--- src/rtl/cpu_sequencer.sv ---
// Fetch/decode/execute sequencer for the 8-bit accumulator computer: owns pc, ir and latched ALU flags.
// Optional macro SEQ_RETIRE_COUNT_EN adds a 16-bit retired-instruction counter output.
module cpu_sequencer #(
   parameter int                PC_W     = 8,
   parameter int                IW       = 16,
   parameter logic [PC_W-1:0]   PC_RESET = 8'h00
) (
   input  logic              clk,
   input  logic              rst_n,
   input  logic              run,
   input  logic              step,
   input  logic [IW-1:0]     im_data,
   input  logic              la_req,
   input  logic              lb_req,
   input  logic              alu_z,
   input  logic              alu_n,
   input  logic              alu_c,
   input  logic              alu_v,
   output logic [PC_W-1:0]   pc,
   output logic [6:0]        opcode,
   output logic [7:0]        k,
   output logic              LA,
   output logic              LB,
   output logic [3:0]        flags,
   output logic [2:0]        state,
   output logic              halted
`ifdef SEQ_RETIRE_COUNT_EN
   ,
   output logic [15:0]       retired
`endif
);

   typedef enum logic [2:0] {
      S_IDLE    = 3'd0,
      S_FETCH   = 3'd1,
      S_DECODE  = 3'd2,
      S_EXECUTE = 3'd3,
      S_HALT    = 3'd4
   } state_t;

   localparam logic [6:0] OP_JMP = 7'h40;
   localparam logic [6:0] OP_JEQ = 7'h41;
   localparam logic [6:0] OP_JNE = 7'h42;
   localparam logic [6:0] OP_JGT = 7'h43;
   localparam logic [6:0] OP_JLT = 7'h44;
   localparam logic [6:0] OP_JCR = 7'h45;
   localparam logic [6:0] OP_HLT = 7'h7F;

   state_t            st, st_nxt;
   logic [IW-1:0]     ir;
   logic [3:0]        flags_r;
   logic              single_r;
   logic              is_jump;
   logic              is_hlt;
   logic              taken;
   logic              unused_ir8;

   assign opcode     = ir[15:9];
   assign k          = ir[7:0];
   assign unused_ir8 = ir[8];
   assign flags      = flags_r;
   assign state      = st;
   assign halted     = (st == S_HALT);

   assign is_jump = (opcode >= OP_JMP) && (opcode <= OP_JCR);
   assign is_hlt  = (opcode == OP_HLT);

   // Conditions read the latched flags {Z,N,C,V}, i.e. the last non-jump result.
   always_comb begin
      taken = 1'b0;
      case (opcode)
         OP_JMP:  taken = 1'b1;
         OP_JEQ:  taken = flags_r[3];
         OP_JNE:  taken = !flags_r[3];
         OP_JGT:  taken = !flags_r[3] && !flags_r[2];
         OP_JLT:  taken = flags_r[2];
         OP_JCR:  taken = flags_r[1];
         default: taken = 1'b0;
      endcase
   end

   always_comb begin
      st_nxt = st;
      LA     = 1'b0;
      LB     = 1'b0;
      case (st)
         S_IDLE:    if (run || step) st_nxt = S_FETCH;
         S_FETCH:   st_nxt = S_DECODE;
         S_DECODE:  st_nxt = S_EXECUTE;
         S_EXECUTE: begin
            LA = la_req && !is_jump;
            LB = lb_req && !is_jump;
            if (is_hlt)
               st_nxt = S_HALT;
            else if (run && !single_r)
               st_nxt = S_FETCH;
            else
               st_nxt = S_IDLE;
         end
         S_HALT:    st_nxt = S_HALT;
         default:   st_nxt = S_IDLE;
      endcase
   end

   always_ff @(posedge clk or negedge rst_n) begin
      if (!rst_n) begin
         st       <= S_IDLE;
         pc       <= PC_RESET;
         ir       <= '0;
         flags_r  <= '0;
         single_r <= 1'b0;
      end else begin
         st <= st_nxt;
         // run wins over step, so single-step mode only when run is low.
         if (st == S_IDLE && (run || step))
            single_r <= !run;
         if (st == S_FETCH)
            ir <= im_data;
         if (st == S_EXECUTE) begin
            if (!is_hlt)
               pc <= taken ? PC_W'(k) : pc + PC_W'(1);
            if (!is_jump && !is_hlt)
               flags_r <= {alu_z, alu_n, alu_c, alu_v};
         end
      end
   end

`ifdef SEQ_RETIRE_COUNT_EN
   always_ff @(posedge clk or negedge rst_n) begin
      if (!rst_n)
         retired <= '0;
      else if (st == S_EXECUTE)
         retired <= retired + 16'd1;
   end
`endif

endmodule

--- config.mk ---
export PLATFORM = sky130hd
export DESIGN_NAME = cpu_sequencer
export DESIGN_NICKNAME = d
export VERILOG_FILES = /design/src/rtl/cpu_sequencer.sv
export SDC_FILE = /design/constraint.sdc
export NUM_CORES = 1
export LEC_CHECK = 0
export BUFFER_PORTS_ARGS = -buffer_cell sky130_fd_sc_hd__buf_2
export CAP_MARGIN = 5
export CORE_MARGIN = 2
export CORE_UTILIZATION = 45
export DETAILED_ROUTE_END_ITERATION = 12
export MAX_ROUTING_LAYER = met4
export PLACE_DENSITY = 0.74
export SLEW_MARGIN = 15
export SYNTH_ARGS = -nofsm -noshare
export SYNTH_HDL_FRONTEND = slang
export SYNTH_SLANG_ARGS = --single-unit
--- constraint.sdc ---
create_clock -name clk -period 3.4 [get_ports clk]
set_clock_uncertainty 0.15 [all_clocks]
set_input_delay 0.34 -clock clk [delete_from_list [all_inputs] [get_ports clk]]
set_output_delay 0.34 -clock clk [all_outputs]
set_load 0.01 [all_outputs]
**Word level (Yosys, flattened, before mapping)**

Index checks and enable logic that the tools add are counted.

- Flip-flop bits (word level): 32
- Bits of input ports: 26
- Output and inout bits: 33
- Logic and storage cells: 46

- Add/sub/neg operators: 1
- Magnitude comparators: 2
- Equal/unequal tests: 12
- Muxes and demuxes: 8
- Bitwise operators: 1
- Reductions and logical operators: 17

Operators with widths:

| operator | number |
|---|---|
| 7-bit equality test (second input constant) | 7 |
| 3-bit case mux with 5 select lines | 1 |
| 8-bit by 1-bit adder with 8-bit output (second input constant) | 1 |
| 8-bit 2-to-1 mux | 1 |
| 7-bit >= comparator (second input constant) | 1 |
| 7-bit less-or-equal comparator (second input constant) | 1 |
| 1-bit logical AND | 7 |
| 3-bit by 2-bit equality test with 1-bit output (second input constant) | 2 |
| 1-bit zero test | 6 |
| 3-bit 2-to-1 mux | 2 |
| 1-bit case mux with 6 select lines | 1 |
| 2-bit AND reduction | 2 |
| 3-bit by 1-bit equality test with 1-bit output (second input constant) | 1 |
| 3-bit equality test (second input constant) | 1 |
| 3-bit zero test | 1 |
| 1-bit 2-to-1 mux | 3 |
| 2-bit inequality test (second input constant) | 1 |
| 1-bit logical OR | 1 |
| 1-bit inverter | 1 |

**Longest topological paths before layout**

Gate-level depths: netlist of the first run.

- Word-level depth: 5
- Depth in mapped cells: 6

**Worst setup path before layout of the first run**

OpenSTA, ideal clock, no wires.

- Path kind: reg2reg
- From: register ir[12]
- To: register pc[4]
- Library setup time: 0.135 ns
- Arrival: 1.638 ns
- Path slack: 1.477 ns
- Stages on the path, launching flop included: 6
- Clock period less this slack: 1.923 ns
- Path through: dfrtp_1 > or4b_4 > a221o_1 > buf_6 > o22ai_1 > o311ai_1

- Cells in the longest elaborated chain, start to end: 3

Ends and longest elaborated chain:

| element | RTL line | text |
|---|---|---|
| start, declared | 50 | `logic [IW-1:0] ir;` |
| start signal, assigned | 118 | `ir <= im_data;` |
| 7-bit equality test, on equally long branches | 71, 66 |  |
| 1-bit case mux with 6 select lines / 1-bit inverter (equally long branches) | n/a |  |
| 8-bit 2-to-1 mux / 2-bit AND reduction (equally long branches) | n/a |  |
| end signal, assigned | 121 | `pc <= taken ? PC_W'(k) : pc + PC_W'(1);` |
| end, declared | 19 | `output logic [PC_W-1:0] pc,` |

Several ways; a longest one is shown, not always the timed one.
A chain may end at the register's enable or synchronous reset.

**Worst setup path after layout of the first run**

- From: register ir[12]
- To: output LB

- Cells in the longest elaborated chain, start to end: 5

Ends and longest elaborated chain:

| element | RTL line | text |
|---|---|---|
| 7-bit >= comparator / 7-bit less-or-equal comparator (equally long branches) | 65 | `assign is_jump = (opcode >= OP_JMP) && (opcode <= OP_JCR);` |
| 1-bit logical AND * | 65 |  |
| 1-bit zero test * | 92 | `LB = lb_req && !is_jump;` |
| 1-bit logical AND * | 92 |  |
| 1-bit 2-to-1 mux * | 86 | `case (st)` |
| end, declared | 23 | `output logic LB,` |

Mark *: on every way between the ends. The rest lies on a longest branch, timed or not.

==> run_results.csv, run 1 <==
group,metric,value,unit
layout,final_area,0.00200,mm2
status,status,"completed",
power,clockPowerShare,0.108,
job,maxCapViolCount,0,
worst_setup_path,path_class,"flop to output pin",
floorplan,die_w,64.0,um
floorplan,rows,21,
worst_setup_path,worst_path_max_delay_cell,"or4b_4",
grt,antenna_found_initial,0,
synth,syn_area_per_cell,10.5,um2
layout,fin_nets,239,
clock_network,clock-sinks,31,
timing,fmax,427,MHz
worst_setup_path,endpoint_kind,"output pin",
synth,synthTopCellsByCount,"dfrtp_1, mux2_2, nand2_1",
synth,ys_seq_elements,31,
placed_design,hpwlAfterDp,2730,um
grt,grt_overflow,0,
route,detail-route-antenna-nets,0,
timing,hold_violations,0,
synth,yosysSeqAreaShare,0.479,
placed_design,place_area,0.00193,mm2
synth,synthCells,154,
route,drc_errors,0,
timing,min_period,2.34,ns
synth,synth_top_cell_area_share,0.479,
power,intPower,0.00109,W
floorplan,dieArea,0.00409,mm2
worst_setup_path,crit_arrival,1.85,ns
clock_network,post_cts_buffers,0,
clock_network,cts_buffers,5,
grt,grt_pass1_vias,1330,
power,p_per_area,971,mW/mm2
synth,synthDistinctLibCells,44,
synth,yosys_most_used_dff,"dfrtp_1",
route,wl_per_cell,14.3,um
grt,grt_usage,0.198,
placed_design,io_buffers,57,
synth,synth.net_count,181,
synth,syn_area,0.00162,mm2
power,leakagePower,0.900,nW
worst_setup_path,critical_path.top_delay_family,"simple AND/OR/NAND/NOR gates",
power,total_power,0.00194,W
synth,yosysTopAreaCell,"dfrtp_1",
layout,fillers,302,
worst_setup_path,start_kind,"flop",
timing,rsz0062_at_grt,"no",
power,combPwrFrac,0.512,
floorplan,core_area,0.00339,mm2
layout,diodes,0,
synth,async_flop_share,1.00,
timing,period_share,0.689,
synth,synth_most_common_cell,"dfrtp_1",
clock_network,clockBufferDepth,2,
clock_network,clockRootBuffer,"clkbuf_4",
clock_network,clkLatencyLatePin,0.32,ns
route,drtPass1Iterations,4,
timing,finalSetupTns,0,ns
worst_setup_path,critPathMaxFanout,4,
synth,synthTopCellsByArea,"dfrtp_1, mux2_2, nand3_1",
power,p_sw,0.000855,W
floorplan,start_util,0.478,
power,peakVddDrop,490,uV
route,finalWirelength,3700,um
clock_network,cts_resized,0,
power,seqPwrFrac,0.379,
timing,finalSetupViolations,0,
clock_network,htree_num_levels,2,
worst_setup_path,crit_path_max_incr_delay,0.58,ns
synth,synth_edf_count,0,
clock_network,path_clk_slew,0.09,ns
synth,yosys_warnings,0,
route,vias,1472,
worst_setup_path,timing.critical_path.buf_inv,1,
worst_setup_path,crit_required,2.91,ns
floorplan,ios,59,
power,p_sw_frac,0.440,
clock_network,cts_tree,"built",
grt,grt_pass1_wl,6130,um
worst_setup_path,r2r_slack,1.32,ns
layout,drive_gt1_frac,0.425,
worst_setup_path,path_cells,"or4b_4, a21oi_1, nor2_1, and2_1, buf_2",
route,post_drt_via_cell_ratio,5.71,
layout,area_growth,23.6,%
floorplan,die_height,64.0,um
placed_design,gp_congestion,0.874,
timing,slew_headroom,0.556,
worst_hold_path,hold_path.class,"primary input to flop",
route,drt_iter0_drc,98,
grt,grt_max_degree,32,
timing,final_max_slew_viol_count,0,
timing,worst_pin_slew,0.665,ns
cells by family (layout without fill, tap and decap cells):
group	after synthesis	count (layout)	share of synthesized area
xor gates and xnor gates	1	1	0.00541
and+or+nand+nor	50	50	0.168
DFF	31	31	0.479
AOI/OAI and AO/OA	41	41	0.199
adders and majority gates	1	1	0.00773
buffers and inverters	16	74	0.0433
muxes	14	14	0.0974
stage by stage:
| stage | hold WS [ns] | util | worst slack, ns | cells |
|---|---|---|---|---|
| after floorplan | -0.106 | - | 1.48 | 154 |
| after global placement | 0.252 | 0.571 | 1.42 | 250 |
| after detailed placement | 0.266 | 0.571 | 1.38 | 250 |
| after CTS | 0.0574 | 0.590 | 1.03 | 258 |
| after global routing | 0.0518 | 0.590 | 0.917 | 258 |
| final | 0.0713 | 0.590 | 1.06 | 258 |
cell usage in the layout (no fill, tap or decap), types with 2 or more instances in the layout:
| cell | count |
|---|---|
| nor3_1 | 3 |
| o221ai_1 | 2 |
| and3_1 | 2 |
| buf_2 | 57 |
| o22ai_1 | 4 |
| a31oi_1 | 2 |
| a211oi_1 | 4 |
| o211ai_1 | 3 |
| nor2_1 | 6 |
| a32oi_1 | 3 |
| nand4_1 | 3 |
| nand2_1 | 12 |
| dfrtp_1 | 31 |
| nand3_1 | 9 |
| o21ai_0 | 6 |
| a21oi_1 | 3 |
| nor2b_1 | 3 |
| a2111oi_0 | 3 |
| inv_1 | 8 |
| clkbuf_4 | 5 |
| o311ai_1 | 2 |
| and2_1 | 4 |
| mux2_2 | 14 |
final timing paths:
path	startpoint	endpoint	cells past startpoint
max	ir[12]	LB	5
min	im_data[5]	ir[5]	3
max reg2reg	ir[12]	pc[5]	4
min reg2reg	flags[0]	flags[0]	1
max in group asynchronous	rst_n	ir[7]	2
min in group asynchronous	rst_n	state[1]	2
repair_timing:
item	CTS	global route
endpoints found under the hold margin	31	0
setup endpoints to repair	0	0
hold buffers	1	0
metal layers:
layer | routed length, um | vias to the layer above | GRT usage
met5 | 0 | - | -
met4 | 61 | 0 | 0.0734
met3 | 311 | 6 | 0.0511
met2 | 1770 | 87 | 0.305
met1 | 1560 | 686 | 0.253
li1 | - | 693 | -
registers in the layout, summed over array words and instances, names as in the netlist:
signal	flops
ir	15
state	3
single_r	1
flags	4
pc	8
cell type report:
type / count / area (um2) / share of cell area
multi-input combinational: 107 / 778 / 0.389
sequential: 31 / 776 / 0.388
timing repair buffer: 59 / 303 / 0.151
tap: 46 / 57.6 / 0.0288
clock buffer: 6 / 51.3 / 0.0256
inverter: 8 / 30.0 / 0.0150
clock inverter: 1 / 5.00 / 0.00250
worst reg2reg max path: cells and delay by family, from the launching register on:
family,cells,cell delay [ns]
AO/OA/AOI/OAI,2,0.69
AND/OR/NAND/NOR,2,0.69
flip-flops,1,0.42
power by group through the flow:
stage	clock network, W	logic [W]	registers, W
4_1_cts	0.000221	0.000996	0.000736
5_1_grt	0.000241	0.00109	0.000772
3_3_place_gp	0	0.000966	0.000725
6_report	0.000211	0.000995	0.000737
3_5_place_dp	0	0.000991	0.000744
2_1_floorplan	0	0.000618	0.000780
No activity file was read; power rests on OpenSTA's default activity.
==> run 2, diff against run 1 <==
Settings changed: ABC_AREA from default to 1.
Clock period 3.4 ns to 2.3 ns, I/O delays scaled along.
==> run 2 against run 1 <==
Effect of this change: worst hold slack got worse by 0.058 ns; die area grew 0.52%; core utilization up 7.5 points; design area grew 14%; combinational power up 48%; sequential power is 40% higher; flip-flop and latch count unchanged; register-to-register slack worse by 0.78 ns; non-clock buffer count up 21; power rose by 52%.
==> run_results.csv, run 2 <==
group,metric,value,unit
timing,finalSetupTns,0,ns
worst_setup_path,critPathMaxFanout,4,
power,clockPowerShare,0.154,
synth,syn_area,0.00163,mm2
grt,use_met3,0.0634,
layout,drive_gt1_frac,0.295,
timing,min_period,1.76,ns
route,vias,1625,
job,maxCapViolCount,0,
synth,synth.net_count,229,
layout,final_area,0.00227,mm2
clock_network,clkLatencyLatePin,0.35,ns
placed_design,io_buffers,57,
clock_network,post_cts_buffers,0,
synth,ys_seq_elements,31,
power,intPower,0.00163,W
grt,met1_usage,0.258,
placed_design,place_area,0.00197,mm2
timing,finalSetupViolations,0,
layout,multi_input_area,717,um2
power,p_per_area,1300,mW/mm2
grt,use_met2,0.383,
grt,grt.busiest_layer,"met2",
worst_setup_path,crit_required,2.43,ns
route,drtPass1Iterations,4,
power,combPwrFrac,0.498,
power,leakagePower,1.25,nW
floorplan,die_w,64.1,um
layout,fillers,310,
timing,final_max_slew_viol_count,0,
synth,synth_most_common_cell,"nand2_1",
synth,synth_top_cell_area_share,0.477,
clock_network,htree_num_levels,2,
worst_hold_path,hold_path_end,"state[0]",
grt,grt_max_degree,32,
timing,worst_pin_slew,0.681,ns
floorplan,dieArea,0.00411,mm2
clock_network,path_clk_slew,0.10,ns
synth,yosysTopAreaCell,"dfrtp_1",
grt,grt_usage,0.229,
timing,fmax,569,MHz
clock_network,cts_tree,"built",
worst_setup_path,r2r-end,"single_r",
grt,grt_pass1_wl,7010,um
timing,slew_headroom,0.546,
synth,synthCells,202,
grt,antenna_found_initial,0,
synth,synthDistinctLibCells,28,
route,drc_errors,0,
worst_setup_path,path_class,"flop to flop",
synth,yosys_warnings,0,
placed_design,hpwlAfterDp,2780,um
timing,finalWorstSetupSlack,0.543,ns
synth,synthTopCellsByCount,"nand2_1, dfrtp_1, inv_1",
synth,synth_edf_count,0,
timing,period_share,0.764,
worst_setup_path,endpoint_kind,"flop",
placed_design,pre_cts_slack,0.832,ns
clock_network,cts_buffers,5,
clock_network,clock-sinks,31,
layout,largest_register_ffs,15,
grt,grt_pass1_vias,1620,
synth,yosys_most_used_dff,"dfrtp_1",
clock_network,clockRootBuffer,"clkbuf_4",
route,post_drt_via_cell_ratio,4.87,
worst_hold_path,hold_path.class,"primary input to flop",
synth,syn_area_per_cell,8.06,um2
layout,fin_nets,314,
status,status,"completed",
clock_network,clockBufferDepth,2,
worst_setup_path,r2r_slack,0.54,ns
layout,area_growth,39.6,%
floorplan,core_area,0.00342,mm2
synth,yosysSeqAreaShare,0.477,
route,detail-route-antenna-nets,0,
layout,diodes,0,
layout,area.sequential,776,um2
route,drt_iter0_drc,75,
synth,async_flop_share,1.00,
route,wl_per_cell,12.0,um
power,p_sw,0.00132,W
layout,final_common_cell,"buf_2",
worst_setup_path,reg2reg_from,"state[0]",
timing,rsz0062_at_grt,"no",
worst_setup_path,crit_arrival,1.89,ns
placed_design,gp_congestion,0.821,
timing,hold_violations,0,
worst_hold_path,whs_path_depth,3,
power,peakVddDrop,700,uV
grt,grt_overflow,0,
synth,synthTopCellsByArea,"dfrtp_1, nand2_1, inv_1",
worst_setup_path,reg2reg_depth,6,
layout,final_cell_mix,"buf_2, nand2_1, dfrtp_1",
floorplan,ios,59,
power,seqPwrFrac,0.348,
route,finalWirelength,4000,um
power,p_sw_frac,0.448,
worst_hold_path,holdCritStartpoint,"step",
worst_setup_path,start_kind,"flop",
floorplan,die_height,64.1,um
layout,top_register,"ir",
floorplan,start_util,0.477,
floorplan,rows,21,
-- run 2: cell count changes after synthesis, sizes merged, moves of 8 or more --
cell	before	now
nand3	9	18
nand2	13	58
nor2	6	24
mux2	14	3
a21oi	4	13
inv	8	32
nand4	3	11
-- run 2: routing by layer --
layer  vias up  share of wire
li1        817              -
met1       742           0.41
met2        57           0.50
met3         9          0.068
met4         0          0.020
met5         -              0
-- run 2: critical path, cell delays in order, from the launching register on --
cell	delay (ns)
dfrtp_1	0.44
inv_1	0.09
nand2_1	0.10
nor2_1	0.15
nand2_1	0.07
a22oi_1	0.12
dlygate4sd3_1	0.57
-- run 2: cell families after synthesis --
kind of cell,after synthesis,synth area share
AO/OA/AOI/OAI,17,0.0561
XOR/XNOR,3,0.0161
adder cells (fa/ha/maj),1,0.00769
buffers and inverters,34,0.0830
flip-flops,31,0.477
multiplexers,3,0.0208
AND/OR/NAND/NOR,113,0.340
-- run 2: how the worst max path moves through the flow --
| stage | startpoint | end | slack [ns] | depth (start not counted) |
|---|---|---|---|---|
| floorplan | ir[12] | pc[0] | 0.94 | 7 |
| global placement | ir[11] | flags[1] | 0.85 | 8 |
| detailed placement | ir[12] | pc[1] | 0.83 | 7 |
| CTS | ir[12] | LB | 0.56 | 5 |
| global route | ir[12] | LA | 0.45 | 5 |
| finish | state[0] | single_r | 0.54 | 6 |
-- run 2: power by group through the flow --
stage / combinational, W / sequential [W] / clock (W)
after CTS: 0.00148 / 0.00103 / 0.000467
after global placement: 0.00139 / 0.00103 / 0
after floorplan: 0.000868 / 0.00112 / 0
final: 0.00147 / 0.00103 / 0.000455
after detailed placement: 0.00143 / 0.00104 / 0
after global routing: 0.00166 / 0.00107 / 0.000489
-- run 2: metrics by stage --
stage / utilization / std cells / hold WS (ns) / total power, W
2_1_floorplan: - / 202 / -0.216 / 0.00199
3_5_place_dp: 0.575 / 304 / 0.157 / 0.00247
3_3_place_gp: 0.575 / 304 / 0.163 / 0.00242
6_report: 0.665 / 334 / 0.0138 / 0.00295
4_1_cts: 0.665 / 334 / 0.00541 / 0.00297
5_1_grt: 0.665 / 334 / 0.00244 / 0.00322
-- run 2: area by class of cell --
| cell class | count | share of cell area |
|---|---|---|
| Timing Repair Buffer | 80 | 0.226 |
| Clock inverter | 2 | 0.0154 |
| Tap cell | 46 | 0.0253 |
| Sequential cell | 31 | 0.341 |
| Inverter | 32 | 0.0540 |
| Clock buffer | 6 | 0.0226 |
| Multi-Input combinational cell | 137 | 0.316 |
-- run 2: repair_timing --
item | CTS | global route
gates resized for setup | 0 | 0
hold endpoints to repair | 51 | 0
hold buffers | 22 | 0
==> run 3, diff against run 2 <==
Clock period 2.3 ns to 1.75 ns, I/O delays scaled along.
==> run 3 against run 2 <==
Effect of this change: core utilization down 0.77 points; count of clock-buffer cells in the layout up 1; sequential power up 32%; global-route usage fell by 0.46 points; cell count increased by 0.30%; wire length is 0.27% lower; critical path depth is 1 lower; combinational power is 33% higher; sequential share of layout area increased by 0.40 points; first-iteration DRC count grew 37%; flip-flop and latch count is the same; design area down 1.2%; largest cell class unchanged; largest power group unchanged.
==> run_results.csv, run 3 (same netlist as run 2, synthesis figures left out) <==
group,metric,value,unit
timing,worst_pin_slew,0.694,ns
route,drt_iter0_drc,103,
worst_setup_path,crit_path_max_incr_delay,0.43,ns
layout,final_common_cell,"buf_2",
clock_network,cts_tree,"built",
floorplan,ios,59,
power,p_per_area,1650,mW/mm2
route,post_drt_via_cell_ratio,4.86,
grt,grt_pass1_vias,1510,
clock_network,clockBufferDepth,2,
job,maxCapViolCount,0,
layout,area_growth,38.0,%
clock_network,clkLatencyLatePin,0.33,ns
grt,use_met2,0.366,
timing,slew_headroom,0.538,
placed_design,hpwlAfterDp,2740,um
timing,hold_violations,0,
clock_network,clockRootBuffer,"clkbuf_4",
grt,met1_usage,0.273,
grt,antenna_found_initial,0,
power,seqPwrFrac,0.366,
grt,grt_overflow,0,
layout,drive_gt1_frac,0.294,
placed_design,gp_congestion,0.794,
power,total_power,0.00371,W
layout,fillers,296,
power,combPwrFrac,0.526,
layout,fin_nets,315,
layout,final_cell_mix,"buf_2, nand2_1, dfrtp_1",
floorplan,die_height,64.1,um
route,vias,1629,
power,peakVddDrop,958,uV
layout,largest_register_ffs,15,
grt,grt.busiest_layer,"met2",
worst_setup_path,crit_required,1.42,ns
worst_setup_path,start_kind,"flop",
timing,min_period,1.64,ns
power,p_sw_frac,0.471,
worst_setup_path,worst_path_max_delay_cell,"dfrtp_1",
clock_network,post_cts_buffers,0,
grt,grt_pass1_wl,6840,um
clock_network,htree_num_levels,2,
route,finalWirelength,3990,um
route,drtPass1Iterations,4,
worst_setup_path,path_class,"flop to output pin",
clock_network,path_clk_slew,0.09,ns
route,detail-route-antenna-nets,0,
status,status,"completed",
floorplan,rows,21,
timing,finalSetupTns,0,ns
power,leakagePower,1.24,nW
timing,rsz0062_at_grt,"no",
placed_design,io_buffers,57,
worst_setup_path,critPathMaxFanout,4,
layout,top_register,"ir",
grt,grt_usage,0.224,
floorplan,core_area,0.00342,mm2
floorplan,start_util,0.477,
floorplan,dieArea,0.00411,mm2
timing,fmax,611,MHz
grt,use_met3,0.0651,
clock_network,cts_buffers,5,
worst_hold_path,hold_path.class,"primary input to asynchronous set/reset pin",
timing,finalSetupViolations,0,
timing,final_max_slew_viol_count,0,
layout,final_cells,335,
placed_design,placed_cells,305,
worst_setup_path,crit_top_cell,"nand3_1",
route,wl_per_cell,11.9,um
power,p_sw,0.00174,W
grt,grt_max_degree,32,
power,clockPowerShare,0.108,
worst_setup_path,crit_arrival,1.31,ns
power,intPower,0.00196,W
worst_setup_path,path_cells,"nor2_2, nand3_1, nand3_1, inv_1, buf_2",
clock_network,clock-sinks,31,
worst_setup_path,endpoint_kind,"output pin",
layout,diodes,0,
floorplan,die_w,64.1,um
route,drc_errors,0,
timing,period_share,0.936,
run 3: cell types whose count changed in the layout (fill, tap and decap cells not counted):
cell / previous run / this run
nor2_2: 2 / 3
bufinv_16: 1 / 0
clkbuf_1: 0 / 2
clkbuf_8: 1 / 0
buf_4: 1 / 2
nor2_1: 18 / 17
run 3: cell type report:
cell class / instances / area (um2) / share of cell area
timing repair buffer: 81 / 520 / 0.232
multi-input combinational: 137 / 719 / 0.320
clock inverter: 1 / 5.00 / 0.00223
inverter: 32 / 123 / 0.0546
tap: 46 / 57.6 / 0.0256
clock buffer: 7 / 45.0 / 0.0201
sequential: 31 / 776 / 0.345
run 3: critical path: cells and delay by family (launching register included):
family,cells,cell delay (ns)
flops,1,0.43
simple gates,3,0.40
buf+inv,2,0.16
run 3: what timing repair did:
action	CTS	global route
endpoints found under the hold margin	52	0
setup endpoints to repair	0	1
hold buffers	23	0
resized for setup	0	1
run 3: worst paths after layout:
path	startpoint	endpoint	slack, ns	cells past startpoint
worst max-delay path	ir[12]	LA	0.11	5
worst min-delay path	rst_n	state[1]	0.27	2
worst max register to register	ir[11]	flags[0]	0.23	8
worst min register to register	flags[0]	flags[0]	0.37	2
max in group asynchronous	rst_n	pc[6]	0.73	2
min in group clk	flags[0]	flags[0]	0.37	2
run 3: metrics by stage:
| step | hold slack, ns | setup WS [ns] | area, um2 | util |
|---|---|---|---|---|
| floorplan | -0.271 | 0.395 | 1630 | - |
| global placement | 0.109 | 0.290 | 1970 | 0.578 |
| detailed placement | 0.111 | 0.271 | 1970 | 0.578 |
| CTS | 0.283 | 0.0322 | 2250 | 0.660 |
| global route | 0.301 | 0.00578 | 2250 | 0.658 |
| finish | 0.272 | 0.112 | 2250 | 0.658 |
run 3: layer usage:
metal | vias to the layer above | share of wire
li1 | 818 | -
met1 | 760 | 0.44
met2 | 46 | 0.50
met3 | 5 | 0.048
met4 | 0 | 0.0085
met5 | - | 0
run 3: power groups by stage:
stage          Combinational, W  Sequential, W  Clock (W)
5_1_grt                 0.00219        0.00141   0.000451
4_1_cts                 0.00196        0.00136   0.000412
3_5_place_dp            0.00190        0.00137          0
3_3_place_gp            0.00185        0.00136          0
2_1_floorplan           0.00114        0.00147          0
6_report                0.00195        0.00136   0.000401
